File: src/rtl/lcg_stream.sv
// lcg_stream: sequential linear congruential generator.
// One accepted start latches seed and coefficients, then COUNT values
// X(n+1) = (X(n)*MULTIPLIER + INCREMENT) mod MODULUS are emitted on a
// valid/ready stream. The modulo is a bit-serial shift-subtract reducer,
// so any runtime modulus works without a divider.
//
// Ports:
//   CLK, RST_N             clock (rising edge), async active-low reset
//   start                  request, accepted only while idle
//   seed                   X(0), sampled on accepted start
//   MODULUS/MULTIPLIER/
//   INCREMENT              m, a, c, sampled on accepted start
//   busy                   high in every state except idle
//   out_value/out_valid/
//   out_ready              output stream
//   out_index              0-based index of the current value
//   out_last               with out_valid on the final value
//   done                   1-cycle pulse after the final handshake
//   err                    1-cycle pulse when a start with MODULUS=0 is rejected
module lcg_stream #(
   parameter int WIDTH = 32,
   parameter int COUNT = 3,
   localparam int IW = (COUNT > 1) ? $clog2(COUNT) : 1
) (
   input  logic             CLK,
   input  logic             RST_N,
   input  logic             start,
   input  logic [WIDTH-1:0] seed,
   input  logic [WIDTH-1:0] MODULUS,
   input  logic [WIDTH-1:0] MULTIPLIER,
   input  logic [WIDTH-1:0] INCREMENT,
   output logic             busy,
   output logic [WIDTH-1:0] out_value,
   output logic             out_valid,
   input  logic             out_ready,
   output logic [IW-1:0]    out_index,
   output logic             out_last,
   output logic             done,
   output logic             err
);

   localparam int P  = 2 * WIDTH + 1;
   localparam int BW = $clog2(P);

   typedef enum logic [1:0] {S_IDLE, S_MUL, S_RED, S_OUT} state_t;

   state_t           state_q, state_d;
   logic [WIDTH-1:0] m_q, m_d;
   logic [WIDTH-1:0] a_q, a_d;
   logic [WIDTH-1:0] c_q, c_d;
   logic [WIDTH-1:0] x_q, x_d;
   logic [IW-1:0]    idx_q, idx_d;
   logic [P-1:0]     prod_q, prod_d;
   logic [WIDTH:0]   r_q, r_d;
   logic [BW-1:0]    bcnt_q, bcnt_d;
   logic [WIDTH-1:0] val_q, val_d;
   logic             done_q, done_d;
   logic             err_q, err_d;
   logic [WIDTH+1:0] t;

   always_ff @(posedge CLK or negedge RST_N) begin
      if (!RST_N) begin
         state_q <= S_IDLE;
         m_q     <= '0;
         a_q     <= '0;
         c_q     <= '0;
         x_q     <= '0;
         idx_q   <= '0;
         prod_q  <= '0;
         r_q     <= '0;
         bcnt_q  <= '0;
         val_q   <= '0;
         done_q  <= 1'b0;
         err_q   <= 1'b0;
      end else begin
         state_q <= state_d;
         m_q     <= m_d;
         a_q     <= a_d;
         c_q     <= c_d;
         x_q     <= x_d;
         idx_q   <= idx_d;
         prod_q  <= prod_d;
         r_q     <= r_d;
         bcnt_q  <= bcnt_d;
         val_q   <= val_d;
         done_q  <= done_d;
         err_q   <= err_d;
      end
   end

   always_comb begin
      state_d = state_q;
      m_d     = m_q;
      a_d     = a_q;
      c_d     = c_q;
      x_d     = x_q;
      idx_d   = idx_q;
      prod_d  = prod_q;
      r_d     = r_q;
      bcnt_d  = bcnt_q;
      val_d   = val_q;
      done_d  = 1'b0;
      err_d   = 1'b0;
      t       = '0;

      unique case (state_q)
         S_IDLE: begin
            if (start) begin
               if (MODULUS == '0) begin
                  err_d = 1'b1;
               end else begin
                  m_d     = MODULUS;
                  a_d     = MULTIPLIER;
                  c_d     = INCREMENT;
                  x_d     = seed;
                  idx_d   = '0;
                  state_d = S_MUL;
               end
            end
         end
         S_MUL: begin
            // Full-width product: x*a + c < 2^(2*WIDTH+1), never truncated.
            prod_d  = P'(x_q) * P'(a_q) + P'(c_q);
            r_d     = '0;
            bcnt_d  = BW'(P - 1);
            state_d = S_RED;
         end
         S_RED: begin
            // Restoring reduction: r < m holds after every step, so one
            // conditional subtract per shifted-in bit suffices.
            t = {r_q, prod_q[P-1]};
            if (t >= {2'b00, m_q}) begin
               r_d = (WIDTH + 1)'(t - {2'b00, m_q});
            end else begin
               r_d = (WIDTH + 1)'(t);
            end
            prod_d = prod_q << 1;
            bcnt_d = bcnt_q - 1'b1;
            if (bcnt_q == '0) begin
               val_d   = r_d[WIDTH-1:0];
               state_d = S_OUT;
            end
         end
         S_OUT: begin
            if (out_ready) begin
               x_d = val_q;
               if (idx_q == IW'(COUNT - 1)) begin
                  done_d  = 1'b1;
                  state_d = S_IDLE;
               end else begin
                  idx_d   = idx_q + 1'b1;
                  state_d = S_MUL;
               end
            end
         end
         default: state_d = S_IDLE;
      endcase
   end

   assign busy      = (state_q != S_IDLE);
   assign out_valid = (state_q == S_OUT);
   assign out_value = val_q;
   assign out_index = idx_q;
   assign out_last  = out_valid && (idx_q == IW'(COUNT - 1));
   assign done      = done_q;
   assign err       = err_q;

endmodule

File: config.mk
export PLATFORM = sky130hd
export DESIGN_NAME = lcg_stream
export DESIGN_NICKNAME = d
export VERILOG_FILES = /design/src/rtl/lcg_stream.sv
export SDC_FILE = /design/constraint.sdc
export NUM_CORES = 2
export LEC_CHECK = 0
export CAP_MARGIN = 30
export CORE_UTILIZATION = 30
export CTS_BUF_LIST = sky130_fd_sc_hd__clkbuf_8
export DETAILED_ROUTE_END_ITERATION = 10
export DONT_BUFFER_PORTS = 1
export PLACE_DENSITY = 0.46
export SLEW_MARGIN = 20
export SYNTH_ARGS = -nofsm -noshare
export SYNTH_HDL_FRONTEND = slang
export SYNTH_SLANG_ARGS = --single-unit
File: constraint.sdc
create_clock -name CLK -period 12.9 [get_ports CLK]
set_input_delay 1.29 -clock CLK [delete_from_list [all_inputs] [get_ports CLK]]
set_output_delay 1.29 -clock CLK [all_outputs]
set_load 0.01 [all_outputs]
==> flow_summary_export.csv <==
group,metric,value,unit
yosys,synth_ff_type,"dfrtp_1",
die,dieArea,161000,µm²
drt,drc,0,
placement,port_buffers,0,
yosys,synth-seq-area-share,0.142,
clocking,htree_levels,2,
clocking,post_cts_buffers,0,
placement,placed_cell_area,49800,µm²
clocking,tritoncts,"done",
final_layout,area_delta_synth_final,6.90,%
critical_path,worst_path_largest_cell_delay,740,ps
drt,wire_per_inst,20.3,µm
drt,routed_wl,144,mm
clocking,clk_pin_slew,80,ps
yosys,synthArstFlopShare,1.00,
yosys,synthDistinctLibCells,72,
timing,slew_viol_final,0,
yosys,synth_nets,6536,
run,cap_violations,0,
die,io_pins,171,
timing,timing.slew.headroom,0.350,
die,core,158000,µm²
drt,num_vias,33967,
status,status,"complete, no violations",
clocking,clk_path_buf_depth,3,
yosys,synthCells,5166,
clocking,insertion_delay,800,ps
clocking,cts_made_buffers,57,
clocking,cts_resized,0,
drt,firstDrtPassIters,7,
timing,setup_viol,0,
final_layout,drive_gt1_frac,0.0593,
yosys,yosys_warnings,0,
timing,post-route-min-period,8480,ps
timing,setup_tns,0,ps
critical_path,cp.required,13490,ps
yosys,synth_edf_count,0,
final_layout,num-fill-cells,16678,
timing,tightest_slew,975,ps
critical_path,slowest_stage,"dfrtp_1",
timing,finClkSkew,93.2,ps
worst_hold_path,hp-class,"input pin to async pin",
die,rows,146,
global_routing,grt_antenna_before_repair,9,
critical_path,arrival,9070,ps
final_layout,final_cell_area,51100,µm²
timing,rsz0062_at_grt,"no",
critical_path,path_delay_family,"adder cells",
global_routing,grt-ovfl-total,0,
yosys,syn_avg_cell_area,9.25,µm²
die,die_width,401,µm
final_layout,final_nets,6367,
clocking,cts_sinks,271,
global_routing,grt_start_max_net_pins,272,
critical_path,path_buf_inv,5,
global_routing,grt_pass1_wl,230,mm
final_layout,final_cell_count_no_fill,7114,
timing,fmax,118,MHz
critical_path,critPathMaxFanout,19,
placement,place_hpwl,109,mm
yosys,netlist_area,47800,µm²
die,initial_core_util,0.302,
critical_path,cp-start-kind,"flop",
yosys,synth_seq_cells,271,
critical_path,cp-end-kind,"flop",
placement,dp.cells,7010,
timing,period_share,0.657,
drt,drtIter0Drc,1687,
die,die_h,401,µm
timing,final_hold_viol_count,0,
placement,gp_congestion,0.877,
drt,ant_nets,0,
clocking,ctsHoldBuffers,0,
critical_path,crit_top_cell,"fa_1",
global_routing,grt_usage,0.185,
drt,routed_via_density,4.77,
final_layout,final_common_cell,"inv_1",
final_layout,layout_common_cells,"1075 x inv_1, 930 x fa_1, 616 x and2_1",
critical_path,worstSetupPathType,"flop to flop",
global_routing,grt_pass1_vias,37527,
clocking,root_buffer,"clkbuf_8",
routing by layer:
layer,up-vias,global-route usage,wire (µm)
met5,-,0,72
met4,10,0.0445,3720
met3,158,0.0223,6070
met2,685,0.308,68300
met1,17814,0.255,65900
li1,15300,-,-
kinds of logic after synthesis:
logic type / share of synthesized area
multiplexers: 0.0357
AO/OA/AOI/OAI: 0.0729
buffers and inverters: 0.107
AND/OR/NAND/NOR: 0.157
flip-flops: 0.142
adder cells (fa/ha/maj): 0.470
XOR/XNOR: 0.0150
cells in the mapped netlist (20+ instances only):
cell type	count	area share
a21o_1	54	0.0085
a21oi_1	224	0.023
a31oi_1	22	0.0029
and2_1	616	0.081
clkbuf_1	280	0.022
dfrtp_1	271	0.14
fa_1	930	0.39
ha_1	308	0.081
inv_1	1059	0.083
mux2_2	106	0.025
mux2i_1	51	0.011
nand2_1	556	0.044
nand3_1	29	0.0030
nand4_1	28	0.0037
nor2_1	172	0.014
o21ai_0	100	0.010
o21ai_1	20	0.0021
o22ai_1	28	0.0037
xnor2_1	41	0.0075
xor2_1	41	0.0075
cell type report:
type | instances | area, µm² | share of cell area
Antenna cell | 1 | 2.50 | 0.0000490
Clock buffer | 70 | 963 | 0.0189
Clock inverter | 33 | 273 | 0.00534
Inverter | 1060 | 3980 | 0.0779
Multi-Input combinational cell | 3540 | 35900 | 0.704
Sequential cell | 271 | 6800 | 0.133
Tap cell | 2072 | 2590 | 0.0508
Timing Repair Buffer | 67 | 515 | 0.0101
final timing paths:
path	startpoint	end	cells after the start	slack (ps)
max in group asynchronous	RST_N	a_q[0]$_DFFE_PN0P_	0	12140
worst min register to register	prod_q[59]$_DFFE_PN0P_	prod_q[59]$_DFFE_PN0P_	2	490
min in group CLK	prod_q[59]$_DFFE_PN0P_	prod_q[59]$_DFFE_PN0P_	2	490
worst max-delay path	a_q[1]$_DFFE_PN0P_	prod_q[46]$_DFFE_PN0P_	25	4420
worst min-delay path	RST_N	x_q[10]$_DFFE_PN0P_	0	200
worst max register to register	a_q[1]$_DFFE_PN0P_	prod_q[46]$_DFFE_PN0P_	25	4420
metrics by stage:
| step | hold slack, ps | utilization | worst slack [ps] |
|---|---|---|---|
| after global placement | 472 | 0.315 | 4540 |
| after detailed placement | 477 | 0.315 | 4480 |
| after floorplan | 457 | - | 5590 |
| after CTS | 93.0 | 0.323 | 4420 |
| after global routing | 146 | 0.323 | 3930 |
| final | 200 | 0.323 | 4420 |
worst register-to-register path: stages, from the launching register on:
cell	delay, ps
dfrtp_1	740
buf_4	360
and2_1	180
fa_1	440
fa_1	510
fa_1	490
inv_1	60
fa_1	530
inv_1	60
fa_1	480
fa_1	500
fa_1	500
inv_1	50
fa_1	520
inv_1	60
ha_1	410
nand2_1	100
o21ai_0	330
nor2_1	80
o31ai_1	390
a31oi_1	230
or3_1	470
a21boi_1	290
xnor2_1	160
o21ai_0	80
mux2_2	280
registers in the layout, summed over array words and instances (netlist names):
name / flops
r_q: 33
out_value: 32
bcnt_q: 7
c_q: 32
state_q: 2
out_index: 2
a_q: 32
x_q: 32
done: 1
err: 1
prod_q: 65
m_q: 32
Power is not shown: default switching activity piles up to over one toggle a cycle in this logic, so the estimate is an artifact.
